## config.mk

```make
export PLATFORM = sky130hd
export DESIGN_NAME = pc_sequencer
export DESIGN_NICKNAME = d
export VERILOG_FILES = /design/src/rtl/pc_sequencer.sv
export SDC_FILE = /design/constraint.sdc
export NUM_CORES = 1
export LEC_CHECK = 0
export ABC_CLOCK_PERIOD_IN_PS = 5100
export CAP_MARGIN = 10
export CELL_PAD_IN_SITES_DETAIL_PLACEMENT = 0
export CELL_PAD_IN_SITES_GLOBAL_PLACEMENT = 2
export CORE_MARGIN = 4
export CORE_UTILIZATION = 28
export CTS_CLUSTER_DIAMETER = 60
export DETAILED_ROUTE_END_ITERATION = 8
export PLACE_DENSITY = 0.91
export RECOVER_POWER = 100
export SKIP_CTS_REPAIR_TIMING = 1
export SLEW_MARGIN = 10
export SYNTH_ARGS = -nofsm -noshare
export SYNTH_HDL_FRONTEND = slang
export SYNTH_SLANG_ARGS = --single-unit
export TNS_END_PERCENT = 50
```

## constraint.sdc

```tcl
create_clock -name clk_i -period 5.1 [get_ports clk_i]
set_clock_uncertainty 0.15 [all_clocks]
set_input_delay 1.275 -clock clk_i [delete_from_list [all_inputs] [get_ports clk_i]]
set_output_delay 1.275 -clock clk_i [all_outputs]
set_load 0.01 [all_outputs]
```

## src/rtl/pc_sequencer.sv

```systemverilog
// Fetch/execute sequencer: owns the program counter, issues one instruction at a time
// and resolves jumps/branches. Optional retired-instruction counter enabled by RETIRE_CNT_EN.
module pc_sequencer #(
  parameter int PC_W     = 16,
  parameter int RESET_PC = 0,
  parameter int PROG_LEN = 256
) (
  input  logic            clk_i,
  input  logic            reset_i,
  input  logic            start_i,
  input  logic [3:0]      opcode_i,
  input  logic            ex_done_i,
  input  logic            cmp_eq_i,
  input  logic            cmp_lt_i,
  input  logic [PC_W-1:0] tgt_i,
  output logic [PC_W-1:0] pc_o,
  output logic            issue_o,
  output logic            busy_o,
  output logic            halted_o,
  output logic            fault_o
`ifdef RETIRE_CNT_EN
  ,
  output logic [31:0]     retired_o
`endif
);

  localparam logic [1:0] StIdle  = 2'd0;
  localparam logic [1:0] StFetch = 2'd1;
  localparam logic [1:0] StExec  = 2'd2;
  localparam logic [1:0] StHalt  = 2'd3;

  localparam logic [3:0] OpJmp  = 4'b0010;
  localparam logic [3:0] OpBne  = 4'b1010;
  localparam logic [3:0] OpBeq  = 4'b1011;
  localparam logic [3:0] OpBlt  = 4'b1100;
  localparam logic [3:0] OpHalt = 4'b1110;
  localparam logic [3:0] OpTba  = 4'b1111;

  localparam logic [PC_W-1:0] ResetPc = PC_W'(RESET_PC);
  // One extra bit so PROG_LEN == 2^PC_W still means "every pc is valid".
  localparam logic [PC_W:0]   ProgLen = (PC_W+1)'(PROG_LEN);

  logic [1:0]      state_q, state_d;
  logic [PC_W-1:0] pc_q, pc_d;
  logic [3:0]      op_q, op_d;
  logic            fault_q, fault_d;
  logic            busy_q, halted_q;

  logic [PC_W-1:0] pcInc;
  logic            fetchFault;
  logic            startOk;
  logic            isTba;
  logic            branchTaken;

  assign pcInc      = pc_q + PC_W'(1);
  assign fetchFault = ({1'b0, pc_q} >= ProgLen);
  assign startOk    = start_i && ((state_q == StIdle) || (state_q == StHalt));
  assign isTba      = (state_q == StFetch) && !fetchFault && (opcode_i == OpTba);
  assign issue_o    = (state_q == StFetch) && !fetchFault &&
                      (opcode_i != OpHalt) && (opcode_i != OpTba);

  always_comb begin
    branchTaken = 1'b0;
    case (op_q)
      OpJmp:   branchTaken = 1'b1;
      OpBeq:   branchTaken = cmp_eq_i;
      OpBne:   branchTaken = !cmp_eq_i;
      OpBlt:   branchTaken = cmp_lt_i;
      default: branchTaken = 1'b0;
    endcase
  end

  // The range check outranks the opcode: a pc past the program never issues.
  always_comb begin
    state_d = state_q;
    pc_d    = pc_q;
    op_d    = op_q;
    fault_d = fault_q;
    case (state_q)
      StIdle: begin
        if (start_i) begin
          state_d = StFetch;
          pc_d    = ResetPc;
          fault_d = 1'b0;
        end
      end
      StFetch: begin
        if (fetchFault) begin
          state_d = StHalt;
          fault_d = 1'b1;
        end else if (opcode_i == OpHalt) begin
          state_d = StHalt;
        end else if (isTba) begin
          pc_d = pcInc;
        end else begin
          op_d    = opcode_i;
          state_d = StExec;
        end
      end
      StExec: begin
        if (ex_done_i) begin
          pc_d    = branchTaken ? tgt_i : pcInc;
          state_d = StFetch;
        end
      end
      StHalt: begin
        if (start_i) begin
          state_d = StFetch;
          pc_d    = ResetPc;
          fault_d = 1'b0;
        end
      end
      default: state_d = StIdle;
    endcase
  end

  always_ff @(posedge clk_i) begin
    if (reset_i) begin
      state_q  <= StIdle;
      pc_q     <= ResetPc;
      op_q     <= 4'd0;
      fault_q  <= 1'b0;
      busy_q   <= 1'b0;
      halted_q <= 1'b0;
    end else begin
      state_q  <= state_d;
      pc_q     <= pc_d;
      op_q     <= op_d;
      fault_q  <= fault_d;
      busy_q   <= (state_d == StFetch) || (state_d == StExec);
      halted_q <= (state_d == StHalt);
    end
  end

  assign pc_o     = pc_q;
  assign busy_o   = busy_q;
  assign halted_o = halted_q;
  assign fault_o  = fault_q;

`ifdef RETIRE_CNT_EN
  logic [31:0] retired_q, retired_d;

  // Completed instructions plus skipped TBA slots; saturates rather than wrapping.
  always_comb begin
    retired_d = retired_q;
    if (startOk) begin
      retired_d = 32'd0;
    end else if (((state_q == StExec) && ex_done_i) || isTba) begin
      if (retired_q != 32'hFFFF_FFFF) begin
        retired_d = retired_q + 32'd1;
      end
    end
  end

  always_ff @(posedge clk_i) begin
    if (reset_i) begin
      retired_q <= 32'd0;
    end else begin
      retired_q <= retired_d;
    end
  end

  assign retired_o = retired_q;
`else
  logic unusedStartOk;
  assign unusedStartOk = startOk;
`endif

endmodule

```

; Word-level counts from Yosys, hierarchy flattened
; Cells that the tools add are included.
[word_totals]
wordCells = 61
in_bits = 26
output_inout_bits = 20
ff_bits = 25
[classes]
reduce_logical = 13
bitwise = 3
addsub = 1
order_cmp = 1
n_eq_ne = 20
muxes = 17
[op_table]
columns = operator, n
row1 = 16-bit two-way mux, 6
row2 = 16-bit case mux with 3 select lines, 1
row3 = "4-bit equality test, second input constant", 5
row4 = "16-bit by 1-bit adder with 16-bit output, second input constant", 1
row5 = "16-bit by 9-bit greater-or-equal comparator with 1-bit output, second input constant", 1
row6 = 2-bit two-way mux, 5
row7 = "2-bit != test, second input constant", 5
row8 = "2-bit equality test, second input constant", 4
row9 = "4-bit != test, second input constant", 2
row10 = 2-bit case mux with 3 select lines, 1
row11 = 5-bit AND reduction, 1
row12 = "2-bit by 1-bit equality test with 1-bit output, second input constant", 2
row13 = "4-bit by 2-bit equality test with 1-bit output, second input constant", 1
row14 = 1-bit logical AND, 4
row15 = 1-bit case mux with 4 select lines, 1
row16 = 4-bit AND reduction, 1
row17 = 1-bit inverter, 3
row18 = 3-bit AND reduction, 1
row19 = 1-bit zero test, 2
row20 = 2-bit zero test, 1
row21 = 1-bit two-way mux, 2
row22 = "2-bit by 1-bit != test with 1-bit output, second input constant", 1
row23 = 1-bit case mux with 2 select lines, 1
row24 = 2-bit nonzero test, 1
row25 = other kinds (2), 2

; Longest topological paths before layout
; Gate-level depths: netlist of run 1.
[depth]
ltp_word = 10
depth_mapped = 8

; Worst setup path before layout of run 1
; Ideal clock, no wire load.
[synth_timing]
kind = input-to-output
startpoint = in opcode_i[2]
endpoint = out issue_o
required_ps = 3675
stages = 2
arrival_time_ps = 1568
path_slack_ps = 2107
cell_sequence = nand3_1 > and2b_1
[synth_via]
elab_chain_cells = 3
[synth_rtl]
columns = item, line
row1 = start: declaration, 11  ; input logic [3:0] opcode_i,
row2 = 4-bit != test, 60  ; (opcode_i != OpHalt) && (opcode_i != OpTba);
row3 = 1-bit logical AND, 59  ; assign issue_o = (state_q == StFetch) && !fetchFault &&
row4 = 1-bit logical AND (*), 60
row5 = end: declaration, 17  ; output logic issue_o,
; Mark *: on every way between the ends. The rest lies on a longest branch, timed or not.

; Final worst setup path of run 1
; Same ends and word-level chain as after synthesis.

==> results of run 1 <==
==> cell usage after synthesis (all sizes together) (2+ instances only) <==
master  instances  area share [%]
a21oi           7             2.3
a22oi           4             1.9
a31oi          11             4.5
a32oi           4             2.3
and3            3             1.2
and4b           2             1.3
buf             5             2.2
clkbuf          2            0.49
dfxtp          25              32
ha              5             4.1
inv            16             3.9
mux2i           7             4.5
nand2          15             3.8
nand2b          2            0.81
nand3           9             2.9
nand4           6             2.4
nand4b          3             1.7
nor2           13             3.2
nor2b           6             2.4
nor3            6             1.9
nor4            2            0.81
o211ai          3             1.5
o21ai          11             3.8
o221a           2             1.5
o22ai           5             2.0
o31a            2             1.1
o31ai           2            0.97
or4             2            0.97
==> state kept, by name, indices dropped and copies added (netlist names) <==
register / cells
busy_o: 1
fault_o: 1
halted_o: 1
op_q: 4
pc_o: 16
state_q: 2
==> cells in the final DEF, fill, tap and decap left out, types with 3 or more instances in the layout <==
cell type        netlist  final
clkbuf_8               0      3
o21ai_0                9     11
nor2_1                13     13
nor3_1                 6      6
ha_1                   5      5
a21oi_1                7      7
dlygate4sd3_1          0     22
and3_1                 3      3
a32oi_1                4      4
mux2i_1                7      7
nand2_1               14     14
clkdlybuf4s50_1        0     23
nor2b_1                6      6
nand4b_1               3      3
o211ai_1               3      3
a22oi_1                4      4
inv_1                 16     16
a31oi_1               11     11
nand3_1                9      9
o22ai_1                5      5
dfxtp_1               25     25
nand4_1                6      6
==> metrics by stage <==
step                utilization, %  setup WS [ns]  hold slack [ns]
finish                       40.06         0.8607           0.3768
global route                 40.06         0.6985           0.3993
CTS                          40.13          1.041           0.3829
detailed placement           39.25          1.043           0.3686
global placement             39.25          1.077           0.3527
floorplan                        -          2.107           0.3536
==> worst max-delay path: stages <==
cell           delay [ns]
dlygate4sd3_1        0.60
nand3_1              0.12
and2b_1              0.21
dlygate4sd3_1        0.61
==> kinds of logic (layout without fill, tap and decap cells) <==
logic type,count (synthesis),in the layout
AOI/OAI and AO/OA,55,55
and+or+nand+nor,76,76
adders and majority gates,5,5
xor gates and xnor gates,2,2
muxes,7,7
buffers and inverters,23,67
DFF,25,25
==> where the power goes <==
part	total [mW]	switching, mW	internal (mW)
logic	0.267	0.145	0.122
registers	0.238	0.0190	0.219
clock network	0.124	0.0688	0.0549
==> area by class of cell <==
| class | instances | area, µm² |
|---|---|---|
| clock buffer | 3 | 41.29 |
| clock inverter | 1 | 5.005 |
| fill | 548 | 3139 |
| inverter | 16 | 60.06 |
| multi-input combinational | 145 | 938.4 |
| sequential | 25 | 500.5 |
| tap | 70 | 87.58 |
| timing repair buffer | 47 | 465.4 |
==> worst paths after layout <==
check / from / endpoint / slack, ns / cells past startpoint
worst max register to register: state_q[0]$_SDFF_PP0_ / pc_o[9]$_SDFFE_PP0P_ / 1.98 / 7
worst max-delay path: opcode_i[2] / issue_o / 0.86 / 4
worst min register to register: pc_o[9]$_SDFFE_PP0P_ / pc_o[9]$_SDFFE_PP0P_ / 0.38 / 2
worst min-delay path: pc_o[9]$_SDFFE_PP0P_ / pc_o[9]$_SDFFE_PP0P_ / 0.38 / 2
==> per-layer routing <==
layer / GRT usage, % / vias to the layer above / wire [µm]
met2: 21.31 / 43 / 1991
met4: 3.987 / 0 / 52
met5: 0 / - / 0
met1: 19.79 / 735 / 2156
met3: 2.820 / 5 / 268
li1: - / 810 / -
==> flow_summary.yaml, run 1 <==
outcome:
  status: "complete, but fails checks"
  violations: "max-capacitance violations, max-slew violations"
pwr:
  p_per_area_nw_per_um2: 299.9
  peakVddDrop_v: 0.0001305
  leakagePower_nw: 0.8100
  total_power_mw: 0.6293
yosys:
  synth_top_flop_cell: "dfxtp_1"
  avgSynthCellArea_um2: 8.000
  synthCells: 193
  ys_types: 46
  async_flop_share_pct: 0
  synthSimpleGateAreaFrac_pct: 27.23
  synth-edff-count: 0
  mappedNetlistArea_um2: 1544
  synth_fa_ha_area_share_pct: 4.052
  synth_fp_nets: 224
  ys_ff_latch: 25
  yosys_warnings: 0
  synth_compound_area_share_pct: 24.07
  ys_seq_area_share_pct: 32.41
  synth_top_family_by_area: "simple AND/OR/NAND/NOR gates"
  muxShareOfSynthArea_pct: 4.538
  synth_xor_area_share_pct: 1.135
floorplan:
  fp-row-count: 26
  start_util_pct: 29.48
  ios: 46
  dieArea_um2: 6766
  die_height_um: 82.26
  die_x_um: 82.26
  core_um2: 5238
sta:
  period_share_pct: 83.12
  setup_tns_ns: 0
  relSlewSlack_pct: -23.77
  worst_pin_slew_ns: 1.837
  min_period_ns: 4.239
  hold_viol_final: 0
  rsz0062_at_grt: "false"
  drv_slew: 16
  report.final.setup_viol: 0
  fmax_ghz: 0.2359
placed_design:
  dp_hpwl_mm: 3.242
  place_area_um2: 2056
  gp_congestion: 0.7433
  portBuffers: 45
  dp.cells: 303
drt:
  dr.pass1.iters: 5
  via_count: 1593
  routed_wl_mm: 4.468
  vias_per_cell: 5.189
  ant_nets: 0
  wl_per_cell_um: 14.55
  drt-initial-drc-count: 167
  drc: 0
critical_path:
  cp.arrival_ns: 2.81
  cp_max_fo: 4
  critical_path_required_ns: 3.67
  start_kind: "primary input"
  critical_path_class: "primary input to primary output"
  cp-end-kind: "primary output"
global_route:
  grt_max_degree: 21
  grt_usage_pct: 13.98
  grt_pass1_wl_mm: 7.465
  antenna_found_initial: 0
  grt_overflow: 0
  grt_pass1_vias: 1524
clock_tree:
  clock_latency_ns: 0.28
  tritoncts: "built"
  clkTransAtPathRegs_ns: 0.09
  cts_buffers: 3
  h-tree-depth: 1
  clockBufferDepth: 2
  cts-root-buf: "clkbuf_8"
  clkSinkCount: 25
cells_and_area:
  fin_cells: 307
  fin_area_um2: 2098
  areaGrowthSynthToFinish_pct: 35.90
  nNetsFinal: 269
  n_antenna_cell: 0
  final_layout_size_suffix_gt1_share_pct: 4.219
job:
  max_cap_viol_count: 1
hold_path:
  hold_path_class: "flop to flop"
(Power assumes the default switching activity.)
==> run 2: changes to the inputs <==
--- a/config.mk
+++ b/config.mk
@@ -5,15 +5,15 @@
 export SDC_FILE = /design/constraint.sdc
 export NUM_CORES = 1
 export LEC_CHECK = 0
-export ABC_CLOCK_PERIOD_IN_PS = 5100
+export ABC_CLOCK_PERIOD_IN_PS = 3600
 export CAP_MARGIN = 10
 export CELL_PAD_IN_SITES_DETAIL_PLACEMENT = 0
 export CELL_PAD_IN_SITES_GLOBAL_PLACEMENT = 2
 export CORE_MARGIN = 4
-export CORE_UTILIZATION = 28
+export CORE_UTILIZATION = 24
 export CTS_CLUSTER_DIAMETER = 60
 export DETAILED_ROUTE_END_ITERATION = 8
-export PLACE_DENSITY = 0.91
+export PLACE_DENSITY = 0.83
 export RECOVER_POWER = 100
 export SKIP_CTS_REPAIR_TIMING = 1
 export SLEW_MARGIN = 10
==> constraint.sdc (replaced) <==
create_clock -name clk_i -period 3.6 [get_ports clk_i]
set_clock_uncertainty 0.15 [all_clocks]
set_input_delay 0.9 -clock clk_i [delete_from_list [all_inputs] [get_ports clk_i]]
set_output_delay 0.9 -clock clk_i [all_outputs]
set_load 0.01 [all_outputs]
==> flow_summary.yaml, run 2 (synthesis results as in run 1) <==
pwr:
  intPower_mw: 0.5630
  pwr-share-seq_pct: 37.8
  p_switching_mw: 0.3374
  sw_frac_of_total_pct: 37.47
  p_per_area_nw_per_um2: 423.3
  p_clk_share_pct: 19.6
  leakagePower_nw: 0.8255
  power.share.combinational_pct: 42.6
  peakVddDrop_v: 0.0001546
  total_power_mw: 0.9004
critical_path:
  cp.arrival_ns: 2.39
  critical_path_required_ns: 2.55
  r2r_start: "pc_o[12]$_SDFFE_PP0P_"
  cp-end-kind: "primary output"
  critPathLaunch: "opcode_i[3]"
  critical_path_class: "primary input to primary output"
  rrSetupSlack_ns: 1.17
  regToRegEndpoint: "pc_o[4]$_SDFFE_PP0P_"
  start_kind: "primary input"
  reg2reg_depth: 6
  cp_max_fo: 4
  crit_end: "issue_o"
clock_tree:
  cts-root-buf: "clkbuf_8"
  tritoncts: "built"
  clkTransAtPathRegs_ns: 0.10
  clock_latency_ns: 0.28
  h-tree-depth: 1
  clockBufferDepth: 2
  cts_buffers: 3
  clkSinkCount: 25
cells_and_area:
  largest_reg_flops: 16
  areaGrowthSynthToFinish_pct: 37.76
  nNetsFinal: 272
  layout_commonest_cell: "dfxtp_1"
  n_antenna_cell: 0
  final_layout_size_suffix_gt1_share_pct: 5.417
  mostFrequentLayoutCells: "dfxtp_1 (25), clkdlybuf4s50_1 (23), dlygate4sd3_1 (22)"
drt:
  wl_per_cell_um: 15.03
  via_count: 1642
  drt-initial-drc-count: 113
  drc: 0
  vias_per_cell: 5.213
  routed_wl_mm: 4.733
  ant_nets: 0
  dr.pass1.iters: 4
global_route:
  grt_pass1_vias: 1513
  grt_overflow: 0
  antenna_found_initial: 0
  grt_usage_pct: 12.36
  grt_max_degree: 21
  grt_pass1_wl_mm: 7.534
floorplan:
  fp-row-count: 28
  dieArea_um2: 7780
  die_x_um: 88.21
  ios: 46
  die_height_um: 88.21
  start_util_pct: 25.33
  core_um2: 6096
sta:
  drv_slew: 0
  period_share_pct: 95.67
  min_period_ns: 3.444
  hold-worst-slack_ns: 0.3644
  report.final.setup_viol: 0
  worst_pin_slew_ns: 0.6615
  rsz0062_at_grt: "false"
  setup_tns_ns: 0
  fmax_ghz: 0.2904
  hold_viol_final: 0
  relSlewSlack_pct: 55.90
hold_path:
  hold_path_class: "flop to flop"
  hp-start: "pc_o[6]$_SDFFE_PP0P_"
outcome:
  status: "complete, no violations"
placed_design:
  gp_congestion: 0.7773
  portBuffers: 45
  dp_hpwl_mm: 3.455
job:
  max_cap_viol_count: 0
-- run 2: cell types whose count changed in the layout (fill, tap and decap cells not counted) --
cell | before | now
o21ai_0 | 11 | 10
clkbuf_1 | 0 | 1
buf_4 | 2 | 4
o21ai_2 | 0 | 1
and2_1 | 0 | 1
and2_0 | 1 | 0
-- run 2: stage by stage --
stage | cells | worst slack [ns] | instance area (µm²) | utilization (%)
6_report | 315 | 0.1559 | 2127 | 34.89
5_1_grt | 315 | 0.1152 | 2127 | 34.89
4_1_cts | 315 | 0.2756 | 2131 | 34.95
3_5_place_dp | 311 | 0.2792 | 2085 | 34.20
3_3_place_gp | 311 | 0.3243 | 2085 | 34.20
2_1_floorplan | 193 | 1.222 | 1544 | -
-- run 2: worst min path at each step --
stage	to	slack, ns	depth (start not counted)
floorplan	op_q[1]$_SDFFE_PP0P_	0.35	2
global placement	fault_o$_SDFFE_PP0P_	0.35	2
detailed placement	pc_o[6]$_SDFFE_PP0P_	0.35	2
CTS	pc_o[6]$_SDFFE_PP0P_	0.37	2
global route	pc_o[6]$_SDFFE_PP0P_	0.40	2
finish	pc_o[6]$_SDFFE_PP0P_	0.36	2
-- run 2: final cells by class --
class / count / area [µm²]
clock buffer: 3 / 41.29
fill: 661 / 3969
inverter: 16 / 60.06
clock inverter: 1 / 5.005
timing repair buffer: 50 / 484.2
multi-input combinational: 145 / 942.2
sequential: 25 / 500.5
tap: 75 / 93.84
-- run 2: power by group through the flow --
stage                     clock network, mW  registers (mW)  logic, mW
after floorplan                           0           0.345      0.262
final                                 0.177           0.340      0.384
after global routing                  0.192           0.346      0.423
after detailed placement                  0           0.347      0.395
after global placement                    0           0.347      0.398
after CTS                             0.180           0.341      0.398
-- run 2: layer usage --
| metal | track usage [%] | vias up | part of all wire (%) |
|---|---|---|---|
| met5 | 0 | - | 0 |
| met4 | 4.396 | 0 | 1.4 |
| met3 | 2.446 | 7 | 5.2 |
| met2 | 19.51 | 44 | 45 |
| met1 | 16.70 | 771 | 48 |
| li1 | - | 820 | - |
-- run 2: worst max-delay path, stage by stage --
cell             delay [ns]
clkdlybuf4s50_1        0.53
nand3_1                0.12
and2b_1                0.22
dlygate4sd3_1          0.62
==> run 3: changes to the inputs <==
--- a/config.mk
+++ b/config.mk
@@ -9,9 +9,10 @@
 export CAP_MARGIN = 10
 export CELL_PAD_IN_SITES_DETAIL_PLACEMENT = 0
 export CELL_PAD_IN_SITES_GLOBAL_PLACEMENT = 2
-export CORE_MARGIN = 4
+export CORE_MARGIN = 2
 export CORE_UTILIZATION = 24
-export CTS_CLUSTER_DIAMETER = 60
+export CTS_CLUSTER_DIAMETER = 150
+export CTS_CLUSTER_SIZE = 25
 export DETAILED_ROUTE_END_ITERATION = 8
 export PLACE_DENSITY = 0.83
 export RECOVER_POWER = 100
==> flow_summary.yaml, run 3 (synthesis results as in run 1) <==
cells_and_area:
  n_antenna_cell: 0
  largest_reg_flops: 16
  areaGrowthSynthToFinish_pct: 37.68
  mostFrequentLayoutCells: "dfxtp_1 (25), clkdlybuf4s50_1 (24), dlygate4sd3_1 (21)"
  layout_commonest_cell: "dfxtp_1"
  fin_cells: 318
  final_layout_size_suffix_gt1_share_pct: 4.564
  nNetsFinal: 273
  fin_area_um2: 2126
  utilization_pct: 33.86
sta:
  rsz0062_at_grt: "false"
  fmax_ghz: 0.3002
  setup_ws_ns: 0.2684
  hold_viol_final: 0
  min_period_ns: 3.332
  drv_slew: 0
  setup_tns_ns: 0
  report.final.setup_viol: 0
  period_share_pct: 92.55
  worst_pin_slew_ns: 0.7511
  relSlewSlack_pct: 49.92
  hold-worst-slack_ns: 0.3674
clock_tree:
  clockBufferDepth: 2
  tritoncts: "built"
  h-tree-depth: 1
  clkSinkCount: 25
  cts_buffers: 3
  clock_latency_ns: 0.28
  cts-root-buf: "clkbuf_8"
  clkTransAtPathRegs_ns: 0.10
drt:
  drc: 0
  dr.pass1.iters: 4
  vias_per_cell: 5.135
  via_count: 1633
  wl_per_cell_um: 14.65
  routed_wl_mm: 4.659
  drt-initial-drc-count: 79
  ant_nets: 0
critical_path:
  critical_path_class: "primary input to primary output"
  critical_path_required_ns: 2.55
  cp-end-kind: "primary output"
  reg2reg_depth: 7
  cp.arrival_ns: 2.28
  cp_max_fo: 4
  start_kind: "primary input"
pwr:
  power.share.combinational_pct: 42.9
  p_switching_mw: 0.3388
  total_power_mw: 0.9062
  p_per_area_nw_per_um2: 426.3
  pwr-share-seq_pct: 37.5
  leakagePower_nw: 0.8172
  intPower_mw: 0.5674
  p_clk_share_pct: 19.5
  peakVddDrop_v: 0.0001907
  sw_frac_of_total_pct: 37.39
hold_path:
  hold_path_class: "flop to flop"
  hold_depth: 2
floorplan:
  core_um2: 6277
  die_x_um: 84.21
  fp-row-count: 29
  start_util_pct: 24.60
  ios: 46
  die_height_um: 84.21
  dieArea_um2: 7090
placed_design:
  dp.cells: 314
  dp_hpwl_mm: 3.326
  gp_congestion: 0.7460
  portBuffers: 45
  post-place-ws_ns: 0.3011
  place_area_um2: 2095
global_route:
  antenna_found_initial: 0
  grt_max_degree: 21
  grt_pass1_wl_mm: 7.810
  grt_pass1_vias: 1577
  grt_usage_pct: 13.61
  grt_overflow: 0
outcome:
  status: "complete, no violations"
job:
  max_cap_viol_count: 0
==> run 3: layout make-up <==
cell class	instances	area [µm²]
clock inverter	1	5.005
clock buffer	3	41.29
multi-input combinational	145	938.4
timing repair buffer	51	484.2
tap	77	96.34
inverter	16	60.06
sequential	25	500.5
fill	690	4151
==> run 3: worst max-delay path, stage by stage <==
cell	delay [ns]
clkdlybuf4s50_1	0.47
nand3_1	0.13
and2b_1	0.22
clkdlybuf4s50_1	0.56
==> run 3: path summary, 6_finish.rpt <==
check / endpoint / slack (ns) / from
min: pc_o[6]$_SDFFE_PP0P_ / 0.37 / pc_o[6]$_SDFFE_PP0P_
max: issue_o / 0.27 / opcode_i[2]
max reg2reg: pc_o[6]$_SDFFE_PP0P_ / 1.02 / pc_o[12]$_SDFFE_PP0P_
min reg2reg: pc_o[6]$_SDFFE_PP0P_ / 0.37 / pc_o[6]$_SDFFE_PP0P_
==> run 3: power groups by stage <==
stage	clock, mW	sequential [mW]	combinational (mW)
after CTS	0.186	0.340	0.403
after floorplan	0	0.345	0.262
after detailed placement	0	0.346	0.401
after global placement	0	0.346	0.404
after global routing	0.190	0.346	0.437
final	0.177	0.340	0.389
==> run 3: per-layer routing <==
metal / routed length (µm) / vias to the layer above / track usage, % / part of all wire, %
met3: 221 / 5 / 2.163 / 4.7
met1: 2230 / 766 / 19.39 / 48
met4: 78 / 0 / 5.279 / 1.7
met2: 2127 / 37 / 20.56 / 46
li1: - / 825 / - / -
met5: 0 / - / 0 / 0
